**src/rtl/mem_access_stage.sv**
```systemverilog
// MEM stage: EX/MEM fields -> byte-lane dm req/ack, load extend, MEM/WB register; non-mem 1 cycle, mem op >= 3 cycles.
// Backpressure: stall held while an access is in flight; MEM_MISALIGN_TRAP_EN traps misaligned accesses instead of aligning.
module mem_access_stage #(
    parameter int unsigned TIMEOUT = 64
) (
    input  logic        clk,
    input  logic        rst,
    input  logic [31:0] mem_inst,
    input  logic [31:0] mem_ALUOUT,
    input  logic [31:0] mem_RFRD2,
    input  logic [4:0]  mem_RegisterRd,
    input  logic        mem_MemRead,
    input  logic        mem_MemWrite,
    input  logic        mem_MemtoReg,
    input  logic        mem_RegWrite,
    output logic        dm_req,
    output logic        dm_we,
    output logic [31:0] dm_addr,
    output logic [3:0]  dm_be,
    output logic [31:0] dm_wdata,
    input  logic [31:0] dm_rdata,
    input  logic        dm_ack,
    output logic        stall,
    output logic [31:0] wb_inst,
    output logic [31:0] wb_result,
    output logic [4:0]  wb_RegisterRd,
    output logic        wb_RegWrite,
    output logic        bus_err,
    output logic        misalign
);
    typedef enum logic [1:0] {S_IDLE, S_ACCESS, S_DONE} state_t;

    localparam logic [5:0] OP_LB  = 6'h20, OP_LH  = 6'h21, OP_LBU = 6'h24, OP_LHU = 6'h25;
    localparam logic [5:0] OP_SB  = 6'h28, OP_SH  = 6'h29;
    localparam logic [1:0] SZ_B = 2'd0, SZ_H = 2'd1, SZ_W = 2'd2;
    localparam logic [7:0] TMO_LAST = 8'(TIMEOUT - 1);

    state_t      state_q, state_d;
    logic [7:0]  cnt_q, cnt_d;
    logic        dm_req_q, dm_req_d, dm_we_q, dm_we_d;
    logic [31:0] dm_addr_q, dm_addr_d, dm_wdata_q, dm_wdata_d;
    logic [3:0]  dm_be_q, dm_be_d;
    logic [1:0]  sz_q, sz_d, off_q, off_d;
    logic        sgn_q, sgn_d;
    logic [31:0] hold_q, hold_d;
    logic [31:0] wb_inst_q, wb_inst_d, wb_result_q, wb_result_d;
    logic [4:0]  wb_rd_q, wb_rd_d;
    logic        wb_rw_q, wb_rw_d, bus_err_q, bus_err_d, misalign_q, misalign_d;

    logic        mem_op, trap, tmo;
    logic [1:0]  sz, a_raw, a;
    logic        sgn;
    logic [3:0]  be_n;
    logic [31:0] wdata_n;
    logic [7:0]  rbyte;
    logic [15:0] rhalf;
    logic [31:0] ld_ext;

    // Access decode: size, signedness, lane offset and lane data
    always_comb begin
        mem_op = mem_MemRead | mem_MemWrite;
        a_raw  = mem_ALUOUT[1:0];
        sz     = SZ_W;
        sgn    = 1'b0;
        case (mem_inst[31:26])
            OP_LB:   begin sz = SZ_B; sgn = 1'b1; end
            OP_LBU:  sz = SZ_B;
            OP_LH:   begin sz = SZ_H; sgn = 1'b1; end
            OP_LHU:  sz = SZ_H;
            OP_SB:   sz = SZ_B;
            OP_SH:   sz = SZ_H;
            default: sz = SZ_W;
        endcase
`ifdef MEM_MISALIGN_TRAP_EN
        trap = mem_op & (((sz == SZ_H) & a_raw[0]) | ((sz == SZ_W) & (a_raw != 2'b00)));
`else
        trap = 1'b0;
`endif
        case (sz)
            SZ_B:    a = a_raw;
            SZ_H:    a = {a_raw[1], 1'b0};
            default: a = 2'b00;
        endcase
        be_n    = 4'b1111;
        wdata_n = 32'h0;
        if (mem_MemWrite) begin
            case (sz)
                SZ_B:    begin be_n = 4'b0001 << a; wdata_n = {4{mem_RFRD2[7:0]}}; end
                SZ_H:    begin be_n = a[1] ? 4'b1100 : 4'b0011; wdata_n = {2{mem_RFRD2[15:0]}}; end
                default: wdata_n = mem_RFRD2;
            endcase
        end
    end

    always_comb begin
        case (off_q)
            2'd0:    rbyte = dm_rdata[7:0];
            2'd1:    rbyte = dm_rdata[15:8];
            2'd2:    rbyte = dm_rdata[23:16];
            default: rbyte = dm_rdata[31:24];
        endcase
        rhalf = off_q[1] ? dm_rdata[31:16] : dm_rdata[15:0];
        case (sz_q)
            SZ_B:    ld_ext = {{24{sgn_q & rbyte[7]}}, rbyte};
            SZ_H:    ld_ext = {{16{sgn_q & rhalf[15]}}, rhalf};
            default: ld_ext = dm_rdata;
        endcase
    end

    assign tmo   = (state_q == S_ACCESS) && (cnt_q == TMO_LAST) && !dm_ack;
    assign stall = !rst && (((state_q == S_IDLE) && mem_op && !trap) || (state_q == S_ACCESS));

    always_ff @(posedge clk) begin
        if (rst) state_q <= S_IDLE;
        else     state_q <= state_d;
    end

    always_comb begin
        state_d = state_q;
        case (state_q)
            S_IDLE:   if (mem_op && !trap) state_d = S_ACCESS;
            S_ACCESS: if (dm_ack || tmo) state_d = S_DONE;
            S_DONE:   state_d = S_IDLE;
            default:  state_d = S_IDLE;
        endcase
    end

    // MEM/WB defaults to a bubble; only non-stalled cycles load real fields
    always_comb begin
        dm_req_d    = dm_req_q;
        dm_we_d     = dm_we_q;
        dm_addr_d   = dm_addr_q;
        dm_be_d     = dm_be_q;
        dm_wdata_d  = dm_wdata_q;
        sz_d        = sz_q;
        sgn_d       = sgn_q;
        off_d       = off_q;
        hold_d      = hold_q;
        cnt_d       = 8'd0;
        wb_inst_d   = 32'h0;
        wb_result_d = 32'h0;
        wb_rd_d     = 5'd0;
        wb_rw_d     = 1'b0;
        bus_err_d   = tmo;
        misalign_d  = 1'b0;
        case (state_q)
            S_IDLE: begin
                if (trap) begin
                    wb_inst_d  = mem_inst;
                    misalign_d = 1'b1;
                end else if (mem_op) begin
                    dm_req_d   = 1'b1;
                    dm_we_d    = mem_MemWrite;
                    dm_addr_d  = {mem_ALUOUT[31:2], 2'b00};
                    dm_be_d    = be_n;
                    dm_wdata_d = wdata_n;
                    sz_d       = sz;
                    sgn_d      = sgn;
                    off_d      = a;
                    hold_d     = 32'h0;
                end else begin
                    wb_inst_d   = mem_inst;
                    wb_result_d = mem_ALUOUT;
                    wb_rd_d     = mem_RegisterRd;
                    wb_rw_d     = mem_RegWrite;
                end
            end
            S_ACCESS: begin
                cnt_d = cnt_q + 8'd1;
                if (dm_ack || tmo) begin
                    dm_req_d   = 1'b0;
                    dm_we_d    = 1'b0;
                    dm_addr_d  = 32'h0;
                    dm_be_d    = 4'h0;
                    dm_wdata_d = 32'h0;
                end
                if (dm_ack) hold_d = ld_ext;
            end
            S_DONE: begin
                // bus_err_q is high here exactly when the access timed out
                wb_inst_d   = mem_inst;
                wb_result_d = mem_MemtoReg ? hold_q : mem_ALUOUT;
                wb_rd_d     = mem_RegisterRd;
                wb_rw_d     = mem_RegWrite & ~bus_err_q;
            end
            default: ;
        endcase
    end

    always_ff @(posedge clk) begin
        if (rst) begin
            cnt_q       <= 8'd0;
            dm_req_q    <= 1'b0;
            dm_we_q     <= 1'b0;
            dm_addr_q   <= 32'h0;
            dm_be_q     <= 4'h0;
            dm_wdata_q  <= 32'h0;
            sz_q        <= SZ_W;
            sgn_q       <= 1'b0;
            off_q       <= 2'b00;
            hold_q      <= 32'h0;
            wb_inst_q   <= 32'h0;
            wb_result_q <= 32'h0;
            wb_rd_q     <= 5'd0;
            wb_rw_q     <= 1'b0;
            bus_err_q   <= 1'b0;
            misalign_q  <= 1'b0;
        end else begin
            cnt_q       <= cnt_d;
            dm_req_q    <= dm_req_d;
            dm_we_q     <= dm_we_d;
            dm_addr_q   <= dm_addr_d;
            dm_be_q     <= dm_be_d;
            dm_wdata_q  <= dm_wdata_d;
            sz_q        <= sz_d;
            sgn_q       <= sgn_d;
            off_q       <= off_d;
            hold_q      <= hold_d;
            wb_inst_q   <= wb_inst_d;
            wb_result_q <= wb_result_d;
            wb_rd_q     <= wb_rd_d;
            wb_rw_q     <= wb_rw_d;
            bus_err_q   <= bus_err_d;
            misalign_q  <= misalign_d;
        end
    end

    assign dm_req        = dm_req_q;
    assign dm_we         = dm_we_q;
    assign dm_addr       = dm_addr_q;
    assign dm_be         = dm_be_q;
    assign dm_wdata      = dm_wdata_q;
    assign wb_inst       = wb_inst_q;
    assign wb_result     = wb_result_q;
    assign wb_RegisterRd = wb_rd_q;
    assign wb_RegWrite   = wb_rw_q;
    assign bus_err       = bus_err_q;
    assign misalign      = misalign_q;
endmodule
```
**config.mk**
```make
export PLATFORM = sky130hd
export DESIGN_NAME = mem_access_stage
export DESIGN_NICKNAME = d
export VERILOG_FILES = /design/src/rtl/mem_access_stage.sv
export SDC_FILE = /design/constraint.sdc
export NUM_CORES = 1
export LEC_CHECK = 0
export ABC_AREA = 1
export CAP_MARGIN = 20
export CORE_ASPECT_RATIO = 1.75
export CORE_UTILIZATION = 48
export DETAILED_ROUTE_END_ITERATION = 10
export PLACE_DENSITY = 0.88
export SKIP_CTS_REPAIR_TIMING = 1
export SYNTH_ARGS = -nofsm -noshare
export SYNTH_HDL_FRONTEND = slang
export SYNTH_SLANG_ARGS = --single-unit
```
**constraint.sdc**
```tcl
create_clock -name clk -period 3.9 [get_ports clk]
set_input_delay 0.585 -clock clk [delete_from_list [all_inputs] [get_ports clk]]
set_output_delay 0.585 -clock clk [all_outputs]
set_load 0.01 [all_outputs]
```
* After elaboration in Yosys (flattened, before gate mapping)
Cells that the tools add are included.
Word-level totals: register bits after elaboration 188, input bits 140, word-level logic and storage cells 100
Cells by class: $add $sub $neg 1, equal/unequal tests 16, shift-type cells 1, multiplexer cells 39, bitwise gates (word level) 6, reduce and logical (&&, ||, !) cells 21
Operator list (number):
- one-hot mux 32 bit (2 select lines) | 7
- 2-to-1 mux 32 bit | 9
- == test 6 bit (second input constant) | 6
- one-hot mux 8 bit (3 select lines) | 1
- 2-to-1 mux 16 bit | 1
- 2-to-1 mux 4 bit | 4
- one-hot mux 4 bit (2 select lines) | 2
- one-hot mux 2 bit (2 select lines) | 3
- one-hot mux 5 bit (2 select lines) | 1
- adder 8 x 1 -> 8 bit (second input constant) | 1
- == test 2 x 1 -> 1 bit (second input constant) | 4
- == test 8 x 6 -> 1 bit (second input constant) | 1
- logical NOT 2 bit | 4
- one-hot mux 1 bit (2 select lines) | 3
- AND reduction 3 bit | 2
- OR reduction 3 bit | 2
- 2-to-1 mux 1 bit | 5
- 2-to-1 mux 5 bit | 1
- == test 2 bit (second input constant) | 2
- logical AND 1 bit | 4
- 2-to-1 mux 2 bit | 2
- inequality test 2 bit (second input constant) | 2
- AND reduction 2 bit | 2
- OR reduction 2 bit | 2
- 8 further kinds | 13

* Logic depth before layout (Yosys ltp)
Gate-level depths: netlist of run 1.
word-level depth 10, mapped depth 10, mapped depth without buffers 9

* Worst setup path after synthesis of run 1
OpenSTA, ideal clock, no wires.
path kind input -> output, start point input port rst, end point output port stall, arrival 1.189 ns, required time 3.315 ns, slack 2.126 ns, cell stages on the path 4, cells stage by stage clkbuf_1 nor2_1 inv_1 nand2_1
On the way: cells in the longest elaborated chain, start to end 2
RTL lines:
- start, declared | line 7 | input logic rst,
- logical NOT 1 bit | line 111 | assign stall = !rst && (((state_q == S_IDLE) && mem_op && !trap) || (state_q == S_ACCESS));
- logical AND 1 bit | line 111
- end, declared | line 23 | output logic stall,
Every way passes these cells.

* Final worst setup path of run 1
start point register state_q[0], end point output port stall
On the way: cells in the longest elaborated chain, start to end 4, elaborated cells between the ends (all ways) 5, those cells by class eq/ne: 1; reduce/logical: 4
RTL lines:
- start, declared | line 38 | state_t state_q, state_d;
- start signal, assigned | line 115 | else state_q <= state_d;
- logical NOT 2 bit | line 111
- logical AND 1 bit | line 111
- logical OR 1 bit * | line 111
- logical AND 1 bit * | line 111
Mark *: on every way between the ends. The rest lies on a longest branch, timed or not.

==> results.sh, run 1 <==
export IMPL_rr_worst_depth=7
export IMPL_p_total_mw=4.72
export IMPL_fin_crit_sh_pct=72.4
export IMPL_fin_crit_ps=2820
export IMPL_max_freq_mhz=354
export IMPL_io_pins=283
export IMPL_detail_route_wl_per_cell_um=16.1
export IMPL_initial_core_util_pct=48.9
export IMPL_cts_buffers=17
export IMPL_hp_start="bus_err"
export IMPL_max_slew_margin_rel_pct=31.2
export IMPL_worstSetupStartpointType="register"
export IMPL_drc=0
export IMPL_ant_nets=0
export IMPL_rr_startpoint="sz_q[1]"
export IMPL_dp_cells=1426
export IMPL_place_hpwl_mm=16.9
export IMPL_syn_area_um2=7490
export IMPL_overflow=0
export IMPL_cp_end_kind="output pin"
export IMPL_swShare_pct=29.5
export IMPL_clk_latency_ps=430
export IMPL_hold_violations=0
export IMPL_drive_above_1_share_pct=6.05
export IMPL_first_iter_violations=469
export IMPL_grt_pass1_wl_mm=36.6
export IMPL_cts_tree="yes"
export IMPL_yosysTopAreaCell="dfxtp_1"
export IMPL_clock_sinks=186
export IMPL_ys_types=34
export IMPL_gp_congestion=0.936
export IMPL_yosysTopAreaCellShare_pct=49.7
export IMPL_routed_wl_mm=23.6
export IMPL_p_seq_share_pct=44.7
export IMPL_finalSetupViolations=0
export IMPL_final_cells=1460
export IMPL_hold_class="reg2reg"
export IMPL_vias=7706
export IMPL_p_leak_nw=4.07
export IMPL_clockPowerShare_pct=35.1
export IMPL_syn_avg_cell_area_um2=7.38
export IMPL_synth_flop_cell="dfxtp_1"
export IMPL_die_area_um2=16100
export IMPL_hold_depth=1
export IMPL_setup_tns_ps=0
export IMPL_clock_root_buffer="clkbuf_16"
export IMPL_syn_inst=1015
export IMPL_area_growth_pct=45.6
export IMPL_p_switching_mw=1.39
export IMPL_chipWidth_um=96.4
export IMPL_cp_slowest_stage_delay_ps=570
export IMPL_fin_nets=1401
export IMPL_path_delay_family="buffers and inverters"
export IMPL_powerDensity_nw_per_um2=433
export IMPL_clockBufferDepth=2
export IMPL_r2r_slack_ps=1660
export IMPL_grt_use_total_pct=29.6
export IMPL_cp_max_fo=9
export IMPL_port_buffers=279
export IMPL_crit_arrival_ps=2240
export IMPL_cp_common_cell="inv_2"
export IMPL_status="finished, final reports clean"
export IMPL_ys_warn_count=0
export IMPL_whs_endpoint="wb_RegWrite"
export IMPL_maxCapViolCount=0
export IMPL_cts_max_level=4
export IMPL_drv_slew=0
export IMPL_rsz0062_at_grt="false"
export IMPL_ys_top_cells_by_count="285 x nand2_1, 186 x dfxtp_1, 162 x a21oi_1"
export IMPL_die_h_um=167
export IMPL_path_buf_inv=4
export IMPL_vias_per_cell=5.28
export IMPL_synth_most_common_cell="nand2_1"
export IMPL_yosysSeqAreaShare_pct=49.7
export IMPL_rows=60
export IMPL_worstPathCellList="inv_2, nor2_4, inv_2, nor2_1, inv_1, nand2_1, clkdlybuf4s50_1"
export IMPL_crit_required_ps=3310
export IMPL_path_clk_slew_ps=70
export IMPL_comb_power_share_pct=20.2
export IMPL_ir_worst_vdd_uv=311
export IMPL_worst_pin_slew_ps=1030
export IMPL_holdWs_ps=458
export IMPL_r2r_end="hold_q[18]"
export IMPL_synth_area_top_cells="dfxtp_1 50%, nand2_1 14%, a21oi_1 11%"
export IMPL_grt_max_degree=97
export IMPL_core_um2=15300
export IMPL_grt_antenna_before_repair=1
export IMPL_dr_pass1_iters=7
export IMPL_fin_skew_ps=13.1
export IMPL_synth_edf_count=0
export IMPL_ys_ff_latch=186
export IMPL_p_int_mw=3.33
export IMPL_async_flop_share_pct=0
export IMPL_critPathSlowestCell="clkdlybuf4s50_1"
export IMPL_path_class="reg2out"
export IMPL_grt_pass1_vias=7437
export IMPL_final_core_util_pct=71.2
## cell families (layout without fill, tap and decap cells)
kind of cell,after synthesis,after routing,share of synthesized area [%]
compound gates,218,218,14.8
fa+ha+maj,1,1,0.167
buf+inv,124,380,7.07
flops,186,186,49.7
other cells,1,4,0.0501
simple gates,485,485,28.2
## power groups by stage
stage / combinational, mW / clock (mW) / sequential, mW
2_1_floorplan: 0.466 / 0 / 2.17
3_3_place_gp: 0.926 / 0 / 2.14
3_5_place_dp: 0.940 / 0 / 2.15
4_1_cts: 0.948 / 1.68 / 2.11
5_1_grt: 1.04 / 1.77 / 2.12
6_report: 0.954 / 1.66 / 2.11
## metal layers
metal | vias up | global-route usage (%) | wire (µm)
li1 | 3786 | - | -
met1 | 3536 | 32.1 | 8590
met2 | 320 | 52.8 | 12400
met3 | 64 | 5.81 | 1530
met4 | 0 | 15.3 | 1060
met5 | - | 0 | 0
## flip-flops by register name (all words and copies together) (netlist names), 2 cells and up
name,flops
dm_addr,30
wb_result,32
off_q,2
state_q,2
wb_inst,32
dm_wdata,32
wb_RegisterRd,5
hold_q,32
cnt_q,8
sz_q,2
dm_be,4
## metrics by stage
step                instance area (µm²)  worst slack (ps)
CTS                               10900              1060
global placement                  10300              1180
global route                      10900               920
finish                            10900              1080
floorplan                          7500              2130
detailed placement                10300              1160
## how the worst max path moves through the flow
stage                    to  cells after the start         start  slack (ps)
2_1_floorplan         stall                      4           rst        2130
3_3_place_gp   dm_wdata[10]                      7  mem_inst[31]        1180
3_5_place_dp    dm_addr[31]                      9  mem_MemWrite        1160
4_1_cts               stall                      7    state_q[0]        1060
5_1_grt               stall                      7    state_q[0]         920
6_report              stall                      7    state_q[0]        1080
## final cells by class
type / count / area (µm²)
diodes: 1 / 2.50
clock buffers: 18 / 439
clock inverters: 14 / 130
fillers: 1221 / 4410
inverters: 56 / 210
multi-input cells: 707 / 3260
flip-flops and latches: 186 / 3720
well taps: 186 / 233
repair buffers: 292 / 2910
## layout by cell type (no fill, tap or decap), types with 2 or more instances in the layout
| master | n |
|---|---|
| clkinv_4 | 2 |
| clkdlybuf4s50_1 | 278 |
| nor2_1 | 80 |
| nand3_1 | 55 |
| nand3_2 | 2 |
| clkbuf_16 | 17 |
| nor3_1 | 3 |
| inv_1 | 46 |
| inv_6 | 4 |
| nor2_4 | 4 |
| inv_2 | 9 |
| or2_2 | 9 |
| nor3b_1 | 36 |
| nand4_1 | 3 |
| a21oi_1 | 162 |
| dfxtp_1 | 186 |
| nand2_1 | 285 |
| buf_4 | 13 |
| o21ai_0 | 40 |
| clkinvlp_4 | 3 |
| nor2_2 | 4 |
| inv_8 | 3 |
| conb_1 | 3 |
| o21ai_1 | 8 |
| o211ai_1 | 2 |
Power figures use the tool's default switching activity.
==> run 2: changes to the inputs <==
--- a/config.mk
+++ b/config.mk
@@ -8,9 +8,9 @@
 export ABC_AREA = 1
 export CAP_MARGIN = 20
 export CORE_ASPECT_RATIO = 1.75
-export CORE_UTILIZATION = 48
+export CORE_UTILIZATION = 40
 export DETAILED_ROUTE_END_ITERATION = 10
-export PLACE_DENSITY = 0.88
+export PLACE_DENSITY = 0.79
 export SKIP_CTS_REPAIR_TIMING = 1
 export SYNTH_ARGS = -nofsm -noshare
 export SYNTH_HDL_FRONTEND = slang
==> constraint.sdc (replaced) <==
create_clock -name clk -period 2.4 [get_ports clk]
set_input_delay 0.36 -clock clk [delete_from_list [all_inputs] [get_ports clk]]
set_output_delay 0.36 -clock clk [all_outputs]
set_load 0.01 [all_outputs]
==> results.sh, run 2 (synthesis gave the netlist of run 1 again) <==
export IMPL_core_um2=18200
export IMPL_seq_area_um2=3720
export IMPL_fin_crit_ps=2310
export IMPL_routed_wl_mm=23.8
export IMPL_worstSetupStartpointType="register"
export IMPL_cts_max_level=4
export IMPL_fin_nets=1411
export IMPL_worstPathCellList="inv_2, nor2_4, inv_2, nor2_4, inv_1, nand2_1, clkdlybuf4s50_1"
export IMPL_fill_cells=1651
export IMPL_die_area_um2=19300
export IMPL_hold_class="in2reg"
export IMPL_clk_latency_ps=430
export IMPL_critPathSlowestCell="clkdlybuf4s50_1"
export IMPL_cp_max_fo=9
export IMPL_met3WireLength_mm=1.31
export IMPL_max_freq_mhz=433
export IMPL_cts_buffers=17
export IMPL_die_h_um=183
export IMPL_wl_met1_mm=9.04
export IMPL_clock_root_buffer="clkbuf_16"
export IMPL_initial_core_util_pct=41.1
export IMPL_crit_arrival_ps=1950
export IMPL_clock_sinks=186
export IMPL_place_hpwl_mm=17.4
export IMPL_drc=0
export IMPL_gp_congestion=0.920
export IMPL_rsz0062_at_grt="false"
export IMPL_fin_skew_ps=10.3
export IMPL_path_clk_slew_ps=70
export IMPL_drive_above_1_share_pct=6.78
export IMPL_final_common_cell="nand2_1"
export IMPL_max_slew_margin_rel_pct=50.1
export IMPL_grt_pass1_vias=7386
export IMPL_final_cell_area_um2=11100
export IMPL_grt_antenna_before_repair=4
export IMPL_dp_cells=1485
export IMPL_placed_area_um2=10500
export IMPL_chipWidth_um=105
export IMPL_dr_pass1_iters=7
export IMPL_vias_per_cell=5.03
export IMPL_area_growth_pct=48.2
export IMPL_grt_use_total_pct=25.0
export IMPL_vias=7644
export IMPL_crit_required_ps=2040
export IMPL_top_layer_used="met4"
export IMPL_powerDensity_nw_per_um2=709
export IMPL_mostFrequentLayoutCells="285 x nand2_1, 278 x clkdlybuf4s50_1, 185 x dfxtp_1"
export IMPL_p_total_mw=7.87
export IMPL_rows=65
export IMPL_clockBufferDepth=2
export IMPL_worst_pin_slew_ps=748
export IMPL_cts_tree="yes"
export IMPL_multi_input_area_um2=3270
export IMPL_io_pins=283
export IMPL_grt_max_degree=72
export IMPL_detail_route_wl_per_cell_um=15.6
export IMPL_cp_slowest_stage_delay_ps=570
export IMPL_hold_violations=0
export IMPL_ir_worst_vdd_uv=455
export IMPL_wl_met2_mm=12.1
export IMPL_grt_pass1_wl_mm=37.6
export IMPL_final_cells=1521
export IMPL_first_iter_violations=486
export IMPL_ant_nets=0
export IMPL_overflow=0
export IMPL_drv_slew=0
export IMPL_finalSetupViolations=0
export IMPL_path_class="reg2out"
export IMPL_fin_crit_sh_pct=96.3
export IMPL_p_leak_nw=4.14
export IMPL_maxCapViolCount=0
export IMPL_cp_end_kind="output pin"
export IMPL_port_buffers=279
export IMPL_status="finished, final reports clean"
run 2: cell count changes in the layout (fill, tap and decap cells not counted), moves of 2 or more:
cell        previous run  this run
inv_8                  3         1
clkinvlp_4             3         1
bufinv_16              0         2
clkbuf_8               1         3
clkbuf_1               0         2
buf_12                 0         2
buf_4                 13        22
diode_2                1         4
run 2: final cells by class:
cell class | instances | share of cell area, %
flip-flops and latches | 186 | 33.6
multi-input cells | 707 | 29.4
repair buffers | 302 | 26.9
clock buffers | 22 | 4.27
well taps | 234 | 2.64
inverters | 56 | 1.89
clock inverters | 10 | 1.18
diodes | 4 | 0.0902
run 2: worst paths after layout:
path	from	to	slack, ps	depth (start not counted)
worst min-delay path	rst	state_q[1]	240	4
worst min register to register	cnt_q[0]	cnt_q[0]	460	1
worst max register to register	off_q[1]	hold_q[31]	580	6
worst max-delay path	state_q[0]	stall	90	7
run 2: critical path: cells and delay by family (launching register included):
kind | cells | cell delay [ps]
flip-flops | 1 | 380
buffers and inverters | 4 | 830
AND/OR/NAND/NOR | 3 | 320
run 2: through the flow:
step	setup WS, ps	hold slack (ps)	util, %	TNS (ps)
floorplan	886	418	-	0
global placement	292	428	57.5	0
detailed placement	249	441	57.5	0
CTS	-134	246	60.8	-134
global route	21.7	238	60.9	0
finish	88.1	236	60.9	0
run 2: where the power goes:
group | switching (mW) | total [mW] | leakage (nW) | internal (mW)
Clock | 1.22 | 2.87 | 0.294 | 1.64
Sequential | 0.111 | 3.40 | 1.52 | 3.29
Combinational | 0.860 | 1.60 | 2.33 | 0.743
Total | 2.19 | 7.87 | 4.14 | 5.68
run 2: per-layer routing:
metal / vias up / global-route usage (%)
li1: 3806 / -
met1: 3497 / 26.6
met2: 266 / 44.1
met3: 75 / 5.93
met4: 0 / 15.4
met5: - / 0
==> run 3: changes to the inputs <==
--- a/config.mk
+++ b/config.mk
@@ -8,9 +8,11 @@
 export ABC_AREA = 1
 export CAP_MARGIN = 20
 export CORE_ASPECT_RATIO = 1.75
-export CORE_UTILIZATION = 40
+export CORE_UTILIZATION = 41
+export CTS_BUF_LIST = sky130_fd_sc_hd__clkbuf_4 sky130_fd_sc_hd__clkbuf_8
 export DETAILED_ROUTE_END_ITERATION = 10
-export PLACE_DENSITY = 0.79
+export MAX_ROUTING_LAYER = met4
+export PLACE_DENSITY = 0.8
 export SKIP_CTS_REPAIR_TIMING = 1
 export SYNTH_ARGS = -nofsm -noshare
 export SYNTH_HDL_FRONTEND = slang
==> results.sh, run 3 (synthesis gave the netlist of run 1 again) <==
export IMPL_max_freq_mhz=431
export IMPL_worstSetupStartpointType="register"
export IMPL_clock_root_buffer="clkbuf_8"
export IMPL_clk_latency_ps=460
export IMPL_io_pins=283
export IMPL_path_clk_slew_ps=100
export IMPL_p_total_mw=6.97
export IMPL_grt_pass1_vias=7258
export IMPL_rsz0062_at_grt="false"
export IMPL_grt_max_degree=76
export IMPL_cts_buffers=17
export IMPL_drive_above_1_share_pct=6.94
export IMPL_fin_crit_sh_pct=96.6
export IMPL_hold_violations=0
export IMPL_clockBufferDepth=2
export IMPL_grt_antenna_before_repair=2
export IMPL_final_common_cell="nand2_1"
export IMPL_first_iter_violations=479
export IMPL_clock_sinks=186
export IMPL_p_seq_share_pct=48.9
export IMPL_fin_nets=1410
export IMPL_rr_startpoint="off_q[1]"
export IMPL_drc=0
export IMPL_cp_max_fo=4
export IMPL_detail_route_wl_per_cell_um=15.8
export IMPL_r2r_slack_ps=520
export IMPL_swShare_pct=30.4
export IMPL_vias_per_cell=5.03
export IMPL_vias=7635
export IMPL_cts_max_level=4
export IMPL_drv_slew=0
export IMPL_clockPowerShare_pct=28.1
export IMPL_ir_worst_vdd_uv=328
export IMPL_rows=65
export IMPL_crit_arrival_ps=1960
export IMPL_hold_class="in2reg"
export IMPL_mostFrequentLayoutCells="285 x nand2_1, 278 x clkdlybuf4s50_1, 184 x dfxtp_1"
export IMPL_cp_end_kind="output pin"
export IMPL_max_slew_margin_rel_pct=46.9
export IMPL_initial_core_util_pct=41.7
export IMPL_crit_required_ps=2040
export IMPL_rr_worst_depth=6
export IMPL_p_switching_mw=2.12
export IMPL_routed_wl_mm=24.0
export IMPL_grt_use_total_pct=25.9
export IMPL_p_leak_nw=4.02
export IMPL_p_int_mw=4.85
export IMPL_fin_crit_ps=2320
export IMPL_hp_start="rst"
export IMPL_grt_pass1_wl_mm=37.4
export IMPL_port_buffers=279
export IMPL_finalSetupViolations=0
export IMPL_core_um2=18000
export IMPL_r2r_end="hold_q[31]"
export IMPL_powerDensity_nw_per_um2=641
export IMPL_overflow=0
export IMPL_chipWidth_um=104
export IMPL_maxCapViolCount=0
export IMPL_worst_pin_slew_ps=796
export IMPL_die_area_um2=18800
export IMPL_gp_congestion=0.922
export IMPL_die_h_um=181
export IMPL_ant_nets=0
export IMPL_cts_tree="yes"
export IMPL_place_hpwl_mm=17.5
export IMPL_hold_depth=4
export IMPL_path_class="reg2out"
export IMPL_setup_tns_ps=0
export IMPL_whs_endpoint="state_q[1]"
export IMPL_comb_power_share_pct=23.0
export IMPL_status="finished, final reports clean"
export IMPL_area_growth_pct=45.0
export IMPL_fin_skew_ps=19.3
export IMPL_dr_pass1_iters=5
[run 3: cell types whose count changed in the layout (fill, tap and decap cells not counted), sizes merged, moves of 2 or more]
cell      before  now
clkinvlp       1    4
bufinv         2    0
inv           60   57
diode          4    2
clkinv         3    6
[run 3: worst max-delay path: stages (launching register included)]
cell,delay (ps)
dfxtp_4,390
inv_2,60
nor2_4,140
inv_2,90
nor2_4,130
inv_1,70
nand2_1,60
clkdlybuf4s50_1,550
[run 3: final cells by class]
class	count	area, µm²
sequential	186	3730
multi-input combinational	707	3270
clock buffer	21	277
timing repair buffer	301	2990
clock inverter	11	90.1
inverter	56	210
tap	234	293
antenna	2	5.00
fill	1629	7110
[run 3: worst max-delay path by stage]
stage | start | end | slack, ps
4_1_cts | state_q[0] | stall | -210
5_1_grt | state_q[0] | stall | 7
2_1_floorplan | cnt_q[0] | dm_addr[10] | 890
3_5_place_dp | mem_MemWrite | stall | 280
3_3_place_gp | mem_MemWrite | stall | 290
6_report | state_q[0] | stall | 80
[run 3: per-stage QoR]
step	utilization, %	std cells	setup WS [ps]	instance area (µm²)	hold WS (ps)
6_report	60.4	1518	81.6	10900	181
5_1_grt	60.4	1518	6.90	10900	153
4_1_cts	60.3	1516	-210	10800	195
3_5_place_dp	58.3	1484	275	10500	438
3_3_place_gp	58.3	1484	286	10500	426
2_1_floorplan	-	1017	886	7500	418
[run 3: metal layers]
| metal | routed length [µm] | vias to the layer above | track usage, % |
|---|---|---|---|
| met1 | 9100 | 3513 | 27.5 |
| met4 | 919 | 0 | 12.2 |
| li1 | - | 3795 | - |
| met2 | 12800 | 271 | 45.9 |
| met3 | 1120 | 56 | 5.05 |
| met5 | 0 | - | - |
[run 3: power groups by stage]
| stage | combinational, mW | sequential (mW) | clock [mW] |
|---|---|---|---|
| CTS | 1.61 | 3.41 | 2.01 |
| floorplan | 0.758 | 3.52 | 0 |
| global placement | 1.58 | 3.47 | 0 |
| finish | 1.60 | 3.41 | 1.96 |
| global route | 1.75 | 3.43 | 2.12 |
| detailed placement | 1.60 | 3.47 | 0 |
